[src/rtl/loader_pkg.sv]
// Shared loader/core definitions: opcode map, IR field positions, loader FSM states.
// Latency: n/a (declarations only).
// Backpressure: n/a.
package loader_pkg;

  localparam int IR_W = 32;

  // Opcode map, shared with the core's decoder
  localparam logic [4:0] OP_MOVESGPR  = 5'd0;
  localparam logic [4:0] OP_MOV       = 5'd1;
  localparam logic [4:0] OP_ADD       = 5'd2;
  localparam logic [4:0] OP_SUB       = 5'd3;
  localparam logic [4:0] OP_MUL       = 5'd4;
  localparam logic [4:0] OP_ROR       = 5'd5;
  localparam logic [4:0] OP_AND       = 5'd6;
  localparam logic [4:0] OP_XOR       = 5'd7;
  localparam logic [4:0] OP_XNOR      = 5'd8;
  localparam logic [4:0] OP_NAND      = 5'd9;
  localparam logic [4:0] OP_NOR       = 5'd10;
  localparam logic [4:0] OP_NOT       = 5'd11;
  localparam logic [4:0] OP_STOREREG  = 5'd12;
  localparam logic [4:0] OP_STOREDIN  = 5'd13;
  localparam logic [4:0] OP_SENDDOUT  = 5'd14;
  localparam logic [4:0] OP_DM_GPR    = 5'd15;
  localparam logic [4:0] MAX_OPCODE   = OP_DM_GPR;

  // IR field bit positions
  localparam int OPER_TYPE_HI = 31;
  localparam int OPER_TYPE_LO = 27;
  localparam int RDST_HI      = 26;
  localparam int RDST_LO      = 22;
  localparam int RSRC1_HI     = 21;
  localparam int RSRC1_LO     = 17;
  localparam int IMM_MODE     = 16;
  localparam int RSRC2_HI     = 15;
  localparam int RSRC2_LO     = 11;
  localparam int ISRC_HI      = 15;
  localparam int ISRC_LO      = 0;

  typedef enum logic [2:0] {
    ST_IDLE  = 3'd0,
    ST_LEN   = 3'd1,
    ST_BYTE  = 3'd2,
    ST_WRITE = 3'd3,
    ST_DONE  = 3'd4,
    ST_ERR   = 3'd5
  } state_t;

  // True when the IR opcode field names an instruction the core implements
  function automatic logic opcode_ok(input logic [IR_W-1:0] ir);
    return ir[OPER_TYPE_HI:OPER_TYPE_LO] <= MAX_OPCODE;
  endfunction

endpackage

[src/rtl/prog_loader_byte_asm.sv]
// Packs four stream bytes into one IR word, first byte in bits 7:0.
// Latency: word valid the cycle after the 4th push; full flags the 4th push combinationally.
// Backpressure: none internally; push only when a byte is actually transferred.
module byte_asm
  import loader_pkg::*;
(
  input  logic            clk,
  input  logic            sys_rst_n,
  input  logic            clr,
  input  logic            push,
  input  logic [7:0]      din,
  output logic [IR_W-1:0] word,
  output logic            full
);

  logic [1:0] cnt;

  // Shift each new byte in from the top so byte 0 ends up in the low lane
  always_ff @(posedge clk or negedge sys_rst_n) begin
    if (!sys_rst_n) begin
      cnt  <= 2'd0;
      word <= '0;
    end else if (clr) begin
      cnt  <= 2'd0;
      word <= '0;
    end else if (push) begin
      cnt  <= cnt + 2'd1;
      word <= {din, word[IR_W-1:8]};
    end
  end

  assign full = push && (cnt == 2'd3);

endmodule

[src/rtl/prog_loader.sv]
// Loads a length-prefixed byte stream into instruction memory, holding the core meanwhile.
// Latency: imem write one cycle after the 4th byte of each word; OPCODE_CHECK_EN rejects bad opcodes.
// Backpressure: rx_ready high only in LEN/BYTE; stalls on rx_valid low indefinitely.
module prog_loader
  import loader_pkg::*;
#(
  parameter int ADDR_W = 4,
  parameter int DATA_W = 32
) (
  input  logic              clk,
  input  logic              sys_rst_n,
  input  logic              start,
  input  logic [7:0]        rx_data,
  input  logic              rx_valid,
  output logic              rx_ready,
  output logic              imem_we,
  output logic [ADDR_W-1:0] imem_addr,
  output logic [DATA_W-1:0] imem_wdata,
  output logic              cpu_hold,
  output logic              done,
  output logic              err,
  output logic [ADDR_W:0]   word_cnt
);

  generate
    if (DATA_W != 32) begin : g_bad_data_w
      $error("prog_loader: DATA_W must be 32");
    end
  endgenerate

  localparam logic [31:0] DEPTH = 32'(1) << ADDR_W;

  state_t          state, state_nxt;
  logic [ADDR_W:0] n_words;
  logic [ADDR_W:0] cnt_plus1;
  logic [IR_W-1:0] asm_word;
  logic            asm_full, asm_clr, asm_push;
  logic            xfer, bad_n, op_ok;
  logic            load_n, cnt_clr, cnt_inc;

  assign xfer      = rx_valid && rx_ready;
  assign asm_push  = xfer && (state == ST_BYTE);
  assign bad_n     = (rx_data == 8'd0) || ({24'd0, rx_data} > DEPTH);
  assign cnt_plus1 = word_cnt + 1'b1;

  byte_asm u_asm (
    .clk       (clk),
    .sys_rst_n (sys_rst_n),
    .clr       (asm_clr),
    .push      (asm_push),
    .din       (rx_data),
    .word      (asm_word),
    .full      (asm_full)
  );

  // State, word count and target length registers
  always_ff @(posedge clk or negedge sys_rst_n) begin
    if (!sys_rst_n) begin
      state    <= ST_IDLE;
      n_words  <= '0;
      word_cnt <= '0;
    end else begin
      state <= state_nxt;
      if (load_n)       n_words  <= rx_data[ADDR_W:0];
      if (cnt_clr)      word_cnt <= '0;
      else if (cnt_inc) word_cnt <= cnt_plus1;
    end
  end

  // Next state and per-state outputs
  always_comb begin
    state_nxt = state;
    rx_ready  = 1'b0;
    imem_we   = 1'b0;
    cpu_hold  = 1'b0;
    done      = 1'b0;
    err       = 1'b0;
    asm_clr   = 1'b0;
    load_n    = 1'b0;
    cnt_clr   = 1'b0;
    cnt_inc   = 1'b0;
`ifdef OPCODE_CHECK_EN
    op_ok     = opcode_ok(asm_word);
`else
    op_ok     = 1'b1;
`endif
    case (state)
      ST_IDLE: begin
        if (start) begin
          state_nxt = ST_LEN;
          cnt_clr   = 1'b1;
          asm_clr   = 1'b1;
        end
      end
      ST_LEN: begin
        rx_ready = 1'b1;
        cpu_hold = 1'b1;
        if (xfer) begin
          if (bad_n) begin
            state_nxt = ST_ERR;
          end else begin
            load_n    = 1'b1;
            state_nxt = ST_BYTE;
          end
        end
      end
      ST_BYTE: begin
        rx_ready = 1'b1;
        cpu_hold = 1'b1;
        if (asm_full) state_nxt = ST_WRITE;
      end
      ST_WRITE: begin
        cpu_hold = 1'b1;
        if (op_ok) begin
          imem_we   = 1'b1;
          cnt_inc   = 1'b1;
          state_nxt = (cnt_plus1 < n_words) ? ST_BYTE : ST_DONE;
        end else begin
          state_nxt = ST_ERR;
        end
      end
      ST_DONE: begin
        done = 1'b1;
        if (start) begin
          state_nxt = ST_LEN;
          cnt_clr   = 1'b1;
          asm_clr   = 1'b1;
        end
      end
      ST_ERR: begin
        err      = 1'b1;
        cpu_hold = 1'b1;
        if (start) begin
          state_nxt = ST_LEN;
          cnt_clr   = 1'b1;
          asm_clr   = 1'b1;
        end
      end
      default: state_nxt = ST_IDLE;
    endcase
  end

  assign imem_addr  = word_cnt[ADDR_W-1:0];
  assign imem_wdata = asm_word;

endmodule

[config.mk]
export PLATFORM = sky130hd
export DESIGN_NAME = prog_loader
export DESIGN_NICKNAME = d
export VERILOG_FILES = /design/src/rtl/loader_pkg.sv /design/src/rtl/prog_loader_byte_asm.sv /design/src/rtl/prog_loader.sv
export SDC_FILE = /design/constraint.sdc
export NUM_CORES = 1
export LEC_CHECK = 0
export CORE_MARGIN = 2
export CORE_UTILIZATION = 40
export CTS_CLUSTER_SIZE = 25
export DETAILED_ROUTE_END_ITERATION = 12
export GPL_TIMING_DRIVEN = 0
export PLACE_DENSITY = 0.73
export SYNTH_ARGS = -nofsm -noshare
export SYNTH_HDL_FRONTEND = slang
export SYNTH_HIERARCHICAL = 1
export SYNTH_SLANG_ARGS = --single-unit
[constraint.sdc]
create_clock -name clk -period 1.94 [get_ports clk]
set_input_delay 0.194 -clock clk [delete_from_list [all_inputs] [get_ports clk]]
set_output_delay 0.194 -clock clk [all_outputs]
set_load 0.1 [all_outputs]
Word level (Yosys, flattened, before mapping)
Index checks and enable logic that the tools add are counted.
{ "word_totals": {"reg_bits": 47, "out_inout_bits": 46, "wordCells": 52} }
{ "classes": {"addsub": 2, "magnitude_cmp": 2, "n_eq_ne": 9, "mux": 22, "n_reduce_logical": 12} }
{ "ops": {"columns": ["cell", "count"], "rows": [
  ["32-bit 2-to-1 mux", 2],
  ["3-bit 2-to-1 mux", 5],
  ["3-bit one-hot mux with 4 select lines", 1],
  ["1-bit 2-to-1 mux", 10],
  ["5-bit 2-to-1 mux", 2],
  ["8-bit by 5-bit greater-than comparator with 1-bit output, second input constant", 1],
  ["8-bit logical NOT", 1],
  ["3-bit by 2-bit == test with 1-bit output, second input constant", 2],
  ["3-bit == test, second input constant", 2],
  ["5-bit by 1-bit adder with 5-bit output, second input constant", 1],
  ["5-bit < comparator", 1],
  ["2-bit 2-to-1 mux", 2],
  ["2-bit != test, second input constant", 2],
  ["2-bit nonzero test", 2],
  ["4-bit OR reduction", 1],
  ["3-bit by 1-bit == test with 1-bit output, second input constant", 1],
  ["1-bit logical AND", 3],
  ["3-bit logical NOT", 1],
  ["3-bit AND reduction", 1],
  ["3-bit OR reduction", 1],
  ["2-bit by 1-bit adder with 2-bit output, second input constant", 1],
  ["2-bit == test, second input constant", 1],
  ["2-bit by 1-bit != test with 1-bit output, second input constant", 1],
  ["2-bit OR reduction", 1],
  ["1-bit logical OR", 1]
]} }

Depth between registers and ports, before layout
{ "logic_depth": {"word_depth": 8, "mapped_depth": 11, "mapped_depth_nobuf": 8} }

Hierarchy
The synthesis kept the hierarchy.
{ "modules_own_cells": {"columns": ["module", "n_inst", "cells_per_inst", "area_each_um2"], "rows": [
  ["byte_asm", 1, 112, 1427.6],
  ["prog_loader", 1, 91, 879.6]
]} }

Worst setup path after synthesis
No wires, ideal clock.
{ "synth_timing": {"kind": "register -> output", "start": "register state[1]", "end": "output err", "arrival_time_ps": 2843, "required_ps": 1746, "slack_ps": -1097, "stages_incl_launch_ff": 3, "n_path_buf": 1, "path_cell_list": "dfrtp_1 > buf_1 > nor3b_1"} }
{ "synth_between": {"elab_chain_len": 2} }
{ "synth_lines": {"columns": ["item", "line_no", "source"], "rows": [
  ["start: declaration", "prog_loader.sv:33", "state_t state, state_nxt;"],
  ["start signal: assignment", "prog_loader.sv:63", "state <= state_nxt;"],
  ["3-bit == test", "prog_loader.sv:87", "case (state)"],
  ["1-bit 2-to-1 mux", "prog_loader.sv:87", null],
  ["end: declaration", "prog_loader.sv:21", "output logic err,"]
]} }
Every way passes these cells.

Worst setup path after layout
{ "layout_timing": {"start": "register word_cnt[0]", "end": "register state[2]"} }
{ "layout_between": {"elab_chain_len": 4} }
{ "layout_lines": {"columns": ["item", "line_no", "source"], "rows": [
  ["start: declaration", "prog_loader.sv:22", "output logic [ADDR_W:0] word_cnt"],
  ["start signal: assignment", "prog_loader.sv:66", "else if (cnt_inc) word_cnt <= cnt_plus1;"],
  ["5-bit by 1-bit adder with 5-bit output", "prog_loader.sv:44", "assign cnt_plus1 = word_cnt + 1'b1;"],
  ["5-bit < comparator", "prog_loader.sv:117", "state_nxt = (cnt_plus1 < n_words) ? ST_BYTE : ST_DONE;"],
  ["3-bit 2-to-1 mux", "prog_loader.sv:117", null],
  ["3-bit one-hot mux with 4 select lines", "prog_loader.sv:87", null]
]} }
Every way passes these cells.
A chain may end at the register's enable or synchronous reset.

==> flow_summary.json <==
{
  "status": "finished with violations",
  "violations": "negative setup slack",
  "gr-total-overflow": 0,
  "die_area_sq_um": 6390,
  "maxCapViolCount": 0,
  "clkLatencyLatePin_ps": 300,
  "dp_slack_ps": -513,
  "pwr-share-comb_pct": 44.6,
  "worstPathMaxFanout": 4,
  "fin_hold_ws_ps": 288,
  "tightest_slew_ps": 977,
  "power.leakage_nw": 1.65,
  "layout-area-overhead-vs-synth_pct": 42.8,
  "viasPerCell": 4.87,
  "synth-edff-count": 0,
  "min_period_ps": 1950,
  "die_h_um": 79.9,
  "drive_gt1_share_pct": 25.9,
  "ant_nets": 0,
  "cts_root_buf": "clkbuf_8",
  "end_kind": "register",
  "synth_commonest_cells": "dfrtp_1 (47), nor2_1 (39), mux2i_1 (35), nand2_1 (11), o21ai_0 (7)",
  "gp_congestion": 0.766,
  "finalSetupTns_ps": -7.74,
  "drc": 0,
  "clkPwrFrac_pct": 20.4,
  "gr-usage-all-layers_pct": 16.9,
  "grt_pass1_vias": 1668,
  "clk_pin_slew_worst_paths_ps": 80,
  "grt_max_degree": 39,
  "antennaDiodeCount": 0,
  "firstDrtPassIters": 4,
  "yosysSeqAreaShare_pct": 51.0,
  "yosysWarnings": 6,
  "drt-initial-drc-count": 72,
  "crit_buf_inv": 0,
  "crit_path_max_incr_delay_ps": 520,
  "synth_seq_cells": 47,
  "htreeDepth": 2,
  "cts_tree": "built",
  "cts_sinks": 47,
  "row_count": 27,
  "yosys.area.top_type": "dfrtp_1",
  "post-route-period-util_pct": 100,
  "critPathSlowestCell": "dfrtp_4",
  "setup_ws_ps": -7.74,
  "cp.arrival_ps": 2140,
  "grt_pass1_wl_mm": 8.27,
  "die_w_um": 79.9,
  "seqPwrFrac_pct": 35.1,
  "setup_viol": 1,
  "ir_drop_uv": 852,
  "final_util_pct": 59.5,
  "path_cells": "ha_4 > xor2_2 > ha_1 > a21o_1 > a31oi_2 > o211ai_1 > a32o_1",
  "yosysTopAreaCellShare_pct": 51.0,
  "synthDistinctLibCells": 35,
  "maxSlewHeadroom_pct": 35.2,
  "netlist_area_sq_um": 2310,
  "drt-total-wl_mm": 5.13,
  "intPower_mw": 1.92,
  "cts_buffers": 5,
  "power_mw": 3.17,
  "routed-via-count": 1724,
  "nets": 299,
  "dp_hpwl_mm": 3.62,
  "cp.required_ps": 2130,
  "cts.path.max_buffers": 2,
  "powerDensity_nw_per_um2": 963,
  "rsz0062_at_grt": "yes",
  "yosys-top-cells-area": "dfrtp_1 (51%), mux2i_1 (15%), nor2_1 (6.3%), ha_1 (3.3%), mux2_4 (3.3%)",
  "syn_area_per_cell_sq_um": 11.4,
  "wl_per_cell_um": 14.5,
  "ys.flop_type": "dfrtp_1",
  "syn_inst": 203,
  "io_buffers": 57,
  "syn_nets": 221,
  "ios": 58,
  "sw_frac_of_total_pct": 39.6,
  "fp.coreArea_sq_um": 5540,
  "power.switching_mw": 1.26,
  "async_flop_share_pct": 100,
  "crit_family": "compound AO/OA/AOI/OAI gates",
  "drv_slew": 0,
  "antenna_found_initial": 0,
  "fin_skew_ps": 7.69,
  "hold_class": "in -> async",
  "yosysMostFrequentCell": "dfrtp_1",
  "crit_type": "reg -> reg",
  "initial_utilization_pct": 41.6,
  "finalHoldViolCount": 0,
  "start_kind": "register",
  "fmax_mhz": 513
}
==> path summary, 6_finish.rpt <==
path | start | end | slack (ps) | cells past startpoint
max in group asynchronous | sys_rst_n | word_cnt[1]$_DFFE_PN0P_ | 1160 | 3
worst min-delay path | sys_rst_n | u_asm/word[14]$_DFFE_PN0P_ | 290 | 2
worst max register to register | word_cnt[0]$_DFFE_PN0P_ | state[2]$_DFFE_PN0P_ | -8 | 7
worst max-delay path | word_cnt[0]$_DFFE_PN0P_ | state[2]$_DFFE_PN0P_ | -8 | 7
min in group clk | n_words[4]$_DFFE_PN0P_ | n_words[4]$_DFFE_PN0P_ | 520 | 1
worst min register to register | n_words[4]$_DFFE_PN0P_ | n_words[4]$_DFFE_PN0P_ | 520 | 1
==> power by group through the flow <==
stage	Combinational, mW	Sequential, mW	Clock [mW]
floorplan	0.856	1.18	0
global placement	1.16	1.13	0
detailed placement	1.18	1.13	0
CTS	1.20	1.11	0.671
global route	1.51	1.12	0.704
finish	1.41	1.11	0.646
==> area by class of cell <==
cell class	instances	area, sq um
fillers	496	2250
multi-input cells	135	1090
well taps	72	90.1
clock inverters	1	7.51
clock buffers	7	96.3
inverters	6	22.5
flip-flops and latches	47	1190
repair buffers	71	644
plain buffers	15	154
==> metal layers <==
| layer | up-vias | part of all wire [%] | global-route usage [%] |
|---|---|---|---|
| met1 | 845 | 45 | 22.2 |
| met5 | - | 0 | 0 |
| met4 | 0 | 1.9 | 7.63 |
| li1 | 843 | - | - |
| met3 | 8 | 2.8 | 2.49 |
| met2 | 28 | 50 | 27.3 |
==> stage by stage <==
| step | instance area (sq um) | std cells |
|---|---|---|
| after floorplan | 2360 | 203 |
| after global placement | 3020 | 332 |
| after detailed placement | 3030 | 333 |
| after CTS | 3140 | 344 |
| after global routing | 3290 | 354 |
| final | 3290 | 354 |
==> registers in the layout (all words and copies together) (netlist names) <==
register / flops
u_asm/cnt: 2
state: 3
u_asm/word: 32
n_words: 5
word_cnt: 5
==> layout by cell type, fill, tap and decap left out, drive strengths merged, types with 5 or more instances in the layout <==
| cell | count |
|---|---|
| nand2 | 11 |
| mux2 | 5 |
| dfrtp | 47 |
| buf | 31 |
| dlygate4sd2 | 37 |
| ha | 6 |
| inv | 6 |
| o21ai | 7 |
| mux2i | 35 |
| clkbuf | 11 |
| nor2 | 41 |
| clkdlybuf4s50 | 10 |
==> worst register-to-register path, cell delays in order (launching register included) <==
cell and delay, ps:
dfrtp_4 520, ha_4 190, xor2_2 140, ha_1 320
a21o_1 180, a31oi_2 170, o211ai_1 100, a32o_1 230
==> timing repair <==
item                       CTS  global route
buffers inserted             2            10
gates resized for setup     67            25
setup endpoints to repair   78             7
hold buffers                 1             0
pin swaps                    0             7
hold endpoints to repair     9             0
==> cell families (layout without fill, tap and decap cells) <==
logic type | count (synthesis) | in the layout | share of synthesized area, %
compound gates | 18 | 18 | 5.10
mux | 40 | 40 | 18.4
xor+xnor | 5 | 5 | 1.90
flops | 47 | 47 | 51.0
simple gates | 66 | 66 | 13.6
fa+ha+maj | 6 | 6 | 3.25
buf+inv | 21 | 100 | 6.72
(Power assumes the default switching activity.)
